==> config.mk <==
export PLATFORM = sky130hd
export DESIGN_NAME = core_run_ctrl_flat
export DESIGN_NICKNAME = d
export VERILOG_FILES = /design/src/rtl/core_run_ctrl_if.sv /design/src/rtl/core_run_ctrl.sv /design/src/flat_wrapper.sv
export SDC_FILE = /design/constraint.sdc
export NUM_CORES = 1
export LEC_CHECK = 0
export BUFFER_PORTS_ARGS = -buffer_cell sky130_fd_sc_hd__buf_2
export CORE_MARGIN = 10
export CORE_UTILIZATION = 45
export CTS_BUF_LIST = sky130_fd_sc_hd__clkbuf_4 sky130_fd_sc_hd__clkbuf_8
export CTS_CLUSTER_SIZE = 10
export DETAILED_ROUTE_END_ITERATION = 10
export PLACE_DENSITY_LB_ADDON = 0.2
export SYNTH_ARGS = -nofsm -noshare
export SYNTH_HDL_FRONTEND = slang
export SYNTH_SLANG_ARGS = --single-unit
==> constraint.sdc <==
create_clock -name clock -period 2.5 [get_ports clock]
set_clock_uncertainty 0.1 [all_clocks]
set_input_delay 0.375 -clock clock [delete_from_list [all_inputs] [get_ports clock]]
set_output_delay 0.375 -clock clock [all_outputs]
set_load 0.05 [all_outputs]
==> src/rtl/core_run_ctrl_if.sv <==
// Control, status and core-side signals of the run/step/halt sequencer.
// slave is the sequencer's view; master is the debug/board/core side.
interface core_run_ctrl_if;
  logic        start;
  logic        step;
  logic        halt_req;
  logic        clear;
  logic        bp_valid;
  logic [31:0] bp_addr;
  logic        core_done;
  logic [3:0]  core_state;
  logic [31:0] core_pc;
  logic        core_reset;
  logic        core_run;
  logic        busy;
  logic        halted;
  logic [2:0]  halt_cause;
  logic [31:0] cycles;
  logic [31:0] instret;

  modport slave (
    input  start, step, halt_req, clear, bp_valid, bp_addr,
           core_done, core_state, core_pc,
    output core_reset, core_run, busy, halted, halt_cause, cycles, instret
  );

  modport master (
    output start, step, halt_req, clear, bp_valid, bp_addr,
           core_done, core_state, core_pc,
    input  core_reset, core_run, busy, halted, halt_cause, cycles, instret
  );
endinterface

==> src/rtl/core_run_ctrl.sv <==
// core_run_ctrl: run/step/halt sequencer driving the RV32I core's reset and run inputs.
// The PC breakpoint is built only when RUN_CTRL_BREAKPOINT_EN is defined.
module core_run_ctrl #(
  parameter logic [3:0]  FETCH_STATE  = 4'd0,
  parameter int unsigned RESET_CYCLES = 2,
  parameter logic [31:0] MAX_CYCLES   = 32'd100000
) (
  input  logic           clock,
  input  logic           reset,
  core_run_ctrl_if.slave ctl
);
  typedef enum logic [2:0] {
    S_IDLE, S_RESET_CORE, S_RUN, S_STEP, S_HALTED
  } state_t;

  localparam logic [2:0]  CAUSE_NONE = 3'd0;
  localparam logic [2:0]  CAUSE_DONE = 3'd1;
  localparam logic [2:0]  CAUSE_STEP = 3'd2;
  localparam logic [2:0]  CAUSE_BP   = 3'd3;
  localparam logic [2:0]  CAUSE_WDOG = 3'd4;
  localparam logic [2:0]  CAUSE_HREQ = 3'd5;
  localparam logic [3:0]  RC_LAST    = 4'(RESET_CYCLES - 1);
  localparam logic [31:0] WD_LIMIT   = MAX_CYCLES - 32'd1;
  localparam logic        WD_EN      = (MAX_CYCLES != 32'd0);

  state_t      state_q, state_d;
  logic        pend_q, pend_d;
  logic        mode_step_q, mode_step_d;
  logic [3:0]  rst_cnt_q, rst_cnt_d;
  logic        left_fetch_q, left_fetch_d;
  logic [3:0]  prev_state_q, prev_state_d;
  logic        core_reset_q, core_reset_d;
  logic        core_run_q, core_run_d;
  logic        busy_q, busy_d;
  logic        halted_q, halted_d;
  logic [2:0]  halt_cause_q, halt_cause_d;
  logic [31:0] cycles_q, cycles_d;
  logic [31:0] instret_q, instret_d;

  logic        fetch_now, fetch_entry, wd_hit, bp_hit, entering_run;
  logic [2:0]  cause_sel;

  // First matching halt condition wins.
  function automatic logic [2:0] pick_cause(input logic done, input logic wd, input logic bp,
                                            input logic hreq, input logic stepb);
    if (done)  return CAUSE_DONE;
    if (wd)    return CAUSE_WDOG;
    if (bp)    return CAUSE_BP;
    if (hreq)  return CAUSE_HREQ;
    if (stepb) return CAUSE_STEP;
    return CAUSE_NONE;
  endfunction

  assign fetch_now    = (ctl.core_state == FETCH_STATE);
  assign fetch_entry  = fetch_now && (prev_state_q != FETCH_STATE);
  assign wd_hit       = WD_EN && (cycles_q == WD_LIMIT);
  assign entering_run = ((state_d == S_RUN) || (state_d == S_STEP)) && (state_d != state_q);

`ifdef RUN_CTRL_BREAKPOINT_EN
  // skip stays set until the core has been seen at a fetch and then left it.
  logic skip_q, skip_d, seen_q, seen_d;

  assign bp_hit = ctl.bp_valid && fetch_now && (ctl.core_pc == ctl.bp_addr) && !skip_q;

  always_comb begin
    skip_d = skip_q;
    seen_d = seen_q;
    if (entering_run) begin
      skip_d = 1'b1;
      seen_d = 1'b0;
    end else if ((state_q == S_RUN) || (state_q == S_STEP)) begin
      if (fetch_now)   seen_d = 1'b1;
      else if (seen_q) skip_d = 1'b0;
    end
  end

  always_ff @(posedge clock or negedge reset) begin
    if (!reset) begin
      skip_q <= 1'b0;
      seen_q <= 1'b0;
    end else begin
      skip_q <= skip_d;
      seen_q <= seen_d;
    end
  end
`else
  logic unused_bp;
  assign unused_bp = ^{ctl.bp_valid, ctl.bp_addr};
  assign bp_hit    = 1'b0;
`endif

  always_comb begin
    state_d      = state_q;
    pend_d       = pend_q;
    mode_step_d  = mode_step_q;
    rst_cnt_d    = rst_cnt_q;
    left_fetch_d = left_fetch_q;
    halt_cause_d = halt_cause_q;
    cycles_d     = cycles_q;
    instret_d    = instret_q;
    prev_state_d = ctl.core_state;
    cause_sel    = pick_cause(ctl.core_done, wd_hit, bp_hit,
                              (state_q == S_RUN) && ctl.halt_req && fetch_now,
                              (state_q == S_STEP) && left_fetch_q && fetch_now);
    case (state_q)
      S_IDLE: begin
        // The request is latched first and acted on one cycle later.
        if (pend_q) begin
          state_d   = S_RESET_CORE;
          pend_d    = 1'b0;
          rst_cnt_d = 4'd0;
        end else if (ctl.start || ctl.step) begin
          pend_d      = 1'b1;
          mode_step_d = !ctl.start;
        end
      end
      S_RESET_CORE: begin
        if (rst_cnt_q == RC_LAST) state_d = mode_step_q ? S_STEP : S_RUN;
        else                      rst_cnt_d = rst_cnt_q + 4'd1;
      end
      S_RUN, S_STEP: begin
        if ((state_q == S_STEP) && !fetch_now) left_fetch_d = 1'b1;
        if (cause_sel != CAUSE_NONE) begin
          state_d      = S_HALTED;
          halt_cause_d = cause_sel;
        end
      end
      S_HALTED: begin
        if (ctl.clear) begin
          state_d      = S_IDLE;
          halt_cause_d = CAUSE_NONE;
        end else if (halt_cause_q != CAUSE_DONE) begin
          if (ctl.start) begin
            state_d      = S_RUN;
            halt_cause_d = CAUSE_NONE;
          end else if (ctl.step) begin
            state_d      = S_STEP;
            halt_cause_d = CAUSE_NONE;
          end
        end
      end
      default: state_d = S_IDLE;
    endcase

    if ((state_d == S_STEP) && (state_q != S_STEP)) left_fetch_d = 1'b0;

    if ((state_d == S_RESET_CORE) && (state_q != S_RESET_CORE)) begin
      cycles_d  = 32'd0;
      instret_d = 32'd0;
    end else if (core_run_q) begin
      cycles_d = cycles_q + 32'd1;
      if (fetch_entry) instret_d = instret_q + 32'd1;
    end

    core_reset_d = (state_d == S_IDLE) || (state_d == S_RESET_CORE);
    core_run_d   = (state_d == S_RUN) || (state_d == S_STEP);
    busy_d       = (state_d == S_RESET_CORE) || core_run_d;
    halted_d     = (state_d == S_HALTED);
  end

  always_ff @(posedge clock or negedge reset) begin
    if (!reset) begin
      state_q      <= S_IDLE;
      pend_q       <= 1'b0;
      mode_step_q  <= 1'b0;
      rst_cnt_q    <= 4'd0;
      left_fetch_q <= 1'b0;
      prev_state_q <= FETCH_STATE;
      core_reset_q <= 1'b1;
      core_run_q   <= 1'b0;
      busy_q       <= 1'b0;
      halted_q     <= 1'b0;
      halt_cause_q <= CAUSE_NONE;
      cycles_q     <= 32'd0;
      instret_q    <= 32'd0;
    end else begin
      state_q      <= state_d;
      pend_q       <= pend_d;
      mode_step_q  <= mode_step_d;
      rst_cnt_q    <= rst_cnt_d;
      left_fetch_q <= left_fetch_d;
      prev_state_q <= prev_state_d;
      core_reset_q <= core_reset_d;
      core_run_q   <= core_run_d;
      busy_q       <= busy_d;
      halted_q     <= halted_d;
      halt_cause_q <= halt_cause_d;
      cycles_q     <= cycles_d;
      instret_q    <= instret_d;
    end
  end

  assign ctl.core_reset = core_reset_q;
  assign ctl.core_run   = core_run_q;
  assign ctl.busy       = busy_q;
  assign ctl.halted     = halted_q;
  assign ctl.halt_cause = halt_cause_q;
  assign ctl.cycles     = cycles_q;
  assign ctl.instret    = instret_q;
endmodule

==> src/flat_wrapper.sv <==
// flat-port wrapper written by rule: the top's interface ports become plain ports
module core_run_ctrl_flat 
#(
  parameter logic [3:0]  FETCH_STATE  = 4'd0,
  parameter int unsigned RESET_CYCLES = 2,
  parameter logic [31:0] MAX_CYCLES   = 32'd100000
)
  (clock, reset, ctl_start, ctl_step, ctl_halt_req, ctl_clear, ctl_bp_valid, ctl_bp_addr, ctl_core_done, ctl_core_state, ctl_core_pc, ctl_core_reset, ctl_core_run, ctl_busy, ctl_halted, ctl_halt_cause, ctl_cycles, ctl_instret);
  core_run_ctrl_if ctl_i ();
  input  logic clock;
  input  logic reset;
  input wire logic [$bits(ctl_i.start)-1:0] ctl_start;
  input wire logic [$bits(ctl_i.step)-1:0] ctl_step;
  input wire logic [$bits(ctl_i.halt_req)-1:0] ctl_halt_req;
  input wire logic [$bits(ctl_i.clear)-1:0] ctl_clear;
  input wire logic [$bits(ctl_i.bp_valid)-1:0] ctl_bp_valid;
  input wire logic [$bits(ctl_i.bp_addr)-1:0] ctl_bp_addr;
  input wire logic [$bits(ctl_i.core_done)-1:0] ctl_core_done;
  input wire logic [$bits(ctl_i.core_state)-1:0] ctl_core_state;
  input wire logic [$bits(ctl_i.core_pc)-1:0] ctl_core_pc;
  output wire logic [$bits(ctl_i.core_reset)-1:0] ctl_core_reset;
  output wire logic [$bits(ctl_i.core_run)-1:0] ctl_core_run;
  output wire logic [$bits(ctl_i.busy)-1:0] ctl_busy;
  output wire logic [$bits(ctl_i.halted)-1:0] ctl_halted;
  output wire logic [$bits(ctl_i.halt_cause)-1:0] ctl_halt_cause;
  output wire logic [$bits(ctl_i.cycles)-1:0] ctl_cycles;
  output wire logic [$bits(ctl_i.instret)-1:0] ctl_instret;
  assign ctl_i.start = ctl_start;
  assign ctl_i.step = ctl_step;
  assign ctl_i.halt_req = ctl_halt_req;
  assign ctl_i.clear = ctl_clear;
  assign ctl_i.bp_valid = ctl_bp_valid;
  assign ctl_i.bp_addr = ctl_bp_addr;
  assign ctl_i.core_done = ctl_core_done;
  assign ctl_i.core_state = ctl_core_state;
  assign ctl_i.core_pc = ctl_core_pc;
  assign ctl_core_reset = ctl_i.core_reset;
  assign ctl_core_run = ctl_i.core_run;
  assign ctl_busy = ctl_i.busy;
  assign ctl_halted = ctl_i.halted;
  assign ctl_halt_cause = ctl_i.halt_cause;
  assign ctl_cycles = ctl_i.cycles;
  assign ctl_instret = ctl_i.instret;
  core_run_ctrl #(.FETCH_STATE(FETCH_STATE), .RESET_CYCLES(RESET_CYCLES), .MAX_CYCLES(MAX_CYCLES)) u_core (.clock(clock), .reset(reset), .ctl(ctl_i));
endmodule
==> key figures <==
Placed design
  • Cells after DPL: between 600 and 700
  • Global placement routability congestion: a little over 0.8
  • Dpl ws: roughly 3.5 ps
  • PortBufs: about 80
  • DP Wirelength: about 7.4 mm

Route
  • Post-DR wirelength/cell: between 15 and 20 um
  • Metal3 WL: 537 um
  • Via density: roughly 5.4
  • DR iter-0 viols: 235
  • Drt drc: 0
  • Initial DRT Pass Iterations: 4
  • DRT met1 WL: between 4 and 5 mm
  • Antenna-violating nets left: 0
  • Metal2 WL: around 4.9 mm
  • Max Used Layer: met4
  • Routed Wire Length: about 10 mm
  • Via count: 3626

Pwr
  • Pwr Density: between 700 and 800 nW/um^2
  • Psw: approximately 1.3 mW
  • Leakage: 2.382 nW
  • Tot Pwr: ~3.7 mW
  • Sequential fraction of design power: ~45%
  • Cell-internal power: 2.367 mW
  • Net Sw Frac: between 30% and 40%
  • Comb pwr share: between 20 and 30%
  • Clk pwr share: between 20 and 30%
  • Worst VDD drop: 0.6476 mV

GRT
  • Initial antenna violation count: 0
  • Grt ovf: 0
  • First-pass GRT wire length: around 18 mm
  • Vias in the first global route: approximately 3.6k
  • Overall routing resource usage: between 15 and 20%
  • Pin count of the biggest net entering global routing: 66

Timing
  • Final Critical Period: 2270 ps
  • Setup Viol. Count Final: 0
  • Final slew viol count: 0
  • Slew @ Worst Pin: between 600 and 700 ps
  • Setup tns final: 0 ps
  • FMAX: 440.5 MHz
  • Max_slew headroom: a little under three fifths
  • Hold Vio Cnt, Final: 0
  • Fin worst setup slack: approximately 230 ps
  • Tcrit/Tclk final: about nine tenths
  • RSZ-0062 raised after global routing: no

Logic synthesis
  • Post-Synthesis Cells: ~450
  • Top cell type's share of synthesized area: roughly half
  • Synthesized area per cell: between 9 and 10 um^2
  • Yosys reg bits: 85
  • Synth top area cells: dfrtp_1 49%, nor2_1 5.8%, xnor2_1 5.5%
  • Register area share after synthesis: 49.38%
  • Syn_nets: around 530
  • Top FF cell, synth: dfrtp_1
  • Ys async rst share: 100.0%
  • Count of cell types in the netlist: 49
  • Number of flops mapped to enable cells by yosys: 0
  • Syn Std Cell Area: approximately 4300 um^2
  • Area leader, netlist: dfrtp_1
  • Synth warn: 0

CTS
  • Clk buf depth: 2
  • Number of buffers created by CTS: 9
  • Worst-path clk slew: roughly 100 ps
  • Sink Count: 85
  • CTS root buffer: clkbuf_8
  • Clock latency on the worst-skew pair: around 340 ps
  • Postcts setup bufs: 0
  • H-tree Lvls: 3
  • CTS tree: yes

Outcome
  • Status: finished clean

Cells and area
  • Post-Layout Cell Count: 670
  • Share of cells above drive strength 1: between 20 and 25%
  • Synth-to-layout area growth: 19.45%
  • Final nets: 616
  • Filler instances: 865
  • Inserted Diodes: 0

Setup path
  • Worst Path Required: around 2700 ps
  • Worst Path Max Fanout: 9
  • WS Path Type: flop to flop
  • Type of origin of the critical path: flop
  • R2R cell count: 5
  • Flop-to-flop setup slack: around 230 ps
  • Worst R2R End: u_core.ctl.instret[31]$_DFFE_PN0P_
  • Critical path arrival: between 2000 and 2500 ps
  • Worst r2r src: u_core.ctl.instret[7]$_DFFE_PN0P_
  • CP Capture Type: flop

Min path
  • HP Start: ctl_core_state[1]
  • Worst Hold End: u_core.prev_state_q[1]$_DFF_PN0_
  • Hold path depth: 1
  • Hold Path Class: input port to flop

Floorplan
  • Die height: between 100 and 150 um
  • IO Count: approximately 150
  • DIE AREA: approximately 14000 um^2
  • Die Width: approximately 120 um
  • Core Area: 9284 um^2
  • Row cnt: 35
  • Initial core utilization: a little under half

Run
  • Max-cap violations: 0
==> power by group through the flow <==
stage	logic [mW]	clock network [mW]	registers, mW
after global routing	1.16	1.10	1.69
final	1.04	1.01	1.66
after CTS	1.06	1.04	1.66
after floorplan	0.555	0	1.86
after detailed placement	1.05	0	1.68
after global placement	1.04	0	1.68
==> how the worst max path moves through the flow <==
stage                     slack [ps]                              start                            endpoint  cells after the start
final                            230  u_core.ctl.instret[7]$_DFFE_PN0P_  u_core.ctl.instret[31]$_DFFE_PN0P_                      5
after global routing              40  u_core.ctl.instret[7]$_DFFE_PN0P_  u_core.ctl.instret[31]$_DFFE_PN0P_                      5
after CTS                        200  u_core.ctl.instret[7]$_DFFE_PN0P_  u_core.ctl.instret[31]$_DFFE_PN0P_                      5
after detailed placement           3                  ctl_core_state[1]  u_core.ctl.instret[31]$_DFFE_PN0P_                      6
after global placement            30                  ctl_core_state[1]  u_core.ctl.instret[31]$_DFFE_PN0P_                      6
after floorplan                  150      u_core.ctl.core_run$_DFF_PN0_  u_core.ctl.instret[28]$_DFFE_PN0P_                      6
==> layout make-up <==
| class | count | area [um^2] | area share (%) |
|---|---|---|---|
| inverter | 12 | 45.04 | 0.8748 |
| multi-input combinational | 332 | 2056 | 39.93 |
| clock inverter | 5 | 58.81 | 1.142 |
| sequential | 85 | 2128 | 41.34 |
| clock buffer | 11 | 151.4 | 2.940 |
| timing repair buffer | 96 | 548.0 | 10.64 |
| tap | 129 | 161.4 | 3.135 |
==> worst max-delay path, cell delays in order, from the launching register on <==
cell     delay [ps]
dfrtp_1         450
nand4_1         200
nor4_2          460
nand4_1         380
or3_1           450
a21oi_1         140
==> layout by cell type (no fill, tap or decap), types with 3 or more instances in the layout <==
master    count
a21oi_1      15
and3_1        9
and4_1        5
buf_2        80
buf_4        13
clkbuf_8     11
dfrtp_1      84
ha_1          4
inv_1        12
nand2_1      26
nand2b_1      3
nand3_1      26
nand4_1      24
nor2_1       67
nor2b_1       4
nor3_1       11
nor4_1       19
nor4bb_1      3
o21ai_0      14
o31ai_1       4
o32ai_1       3
or3_1         7
or3b_2        3
or4_1         4
xnor2_1      27
xor2_1       27
==> Yosys cell counts (2+ instances only) <==
master    instances
ha_1              4
xor2_1           27
o211ai_1          2
nand2b_1          3
or3b_2            3
nor2_1           67
o21ai_0          14
nand3_1          26
xnor2_1          27
nor3_1           11
and3_1            9
and4_1            5
o21bai_1          2
nand4_1          24
dfrtp_1          84
nand2_1          26
nor4_1           19
clkbuf_1         17
nor2b_1           4
o32ai_1           3
a21oi_1          15
buf_1             2
and2_1            3
o31ai_1           4
nor4bb_1          3
inv_1            12
or4_1             4
a22o_1            2
or3_1             7
==> layer usage <==
metal  up-vias  GRT usage, %
met1      1758         20.72
met2        81         23.01
met4         0         4.096
li1       1779             -
met3         8         3.549
met5         -             0
==> through the flow <==
step	instance area [um^2]	hold slack, ps	util [%]
6_report	5149	80.74	55.46
5_1_grt	5149	66.65	55.46
4_1_cts	5149	58.49	55.46
3_5_place_dp	4928	263.5	53.09
3_3_place_gp	4928	262.2	53.09
2_1_floorplan	4310	-20.59	-
==> logic make-up (layout without fill, tap and decap cells) <==
group / after synthesis / in the layout / share of synthesized area (%)
buf+inv: 32 / 124 / 2.961
compound gates: 52 / 52 / 7.925
simple gates: 221 / 221 / 27.37
xor+xnor: 54 / 54 / 10.97
mux: 1 / 1 / 0.2322
fa+ha+maj: 4 / 4 / 1.161
flops: 85 / 85 / 49.38
==> sequential cells by signal, summed over array words and instances, names as in the netlist, 3 cells and up <==
name                   cells
u_core.ctl.halt_cause      3
u_core.state_q             3
u_core.prev_state_q        4
u_core.ctl.instret        32
u_core.ctl.cycles         32
u_core.rst_cnt_q           4
==> what timing repair did <==
action | in CTS | in global routing
hold buffers | 1 | 0
endpoints found under the hold margin | 32 | 0
resized for setup | 0 | 0
No activity file was read; power rests on OpenSTA's default activity.
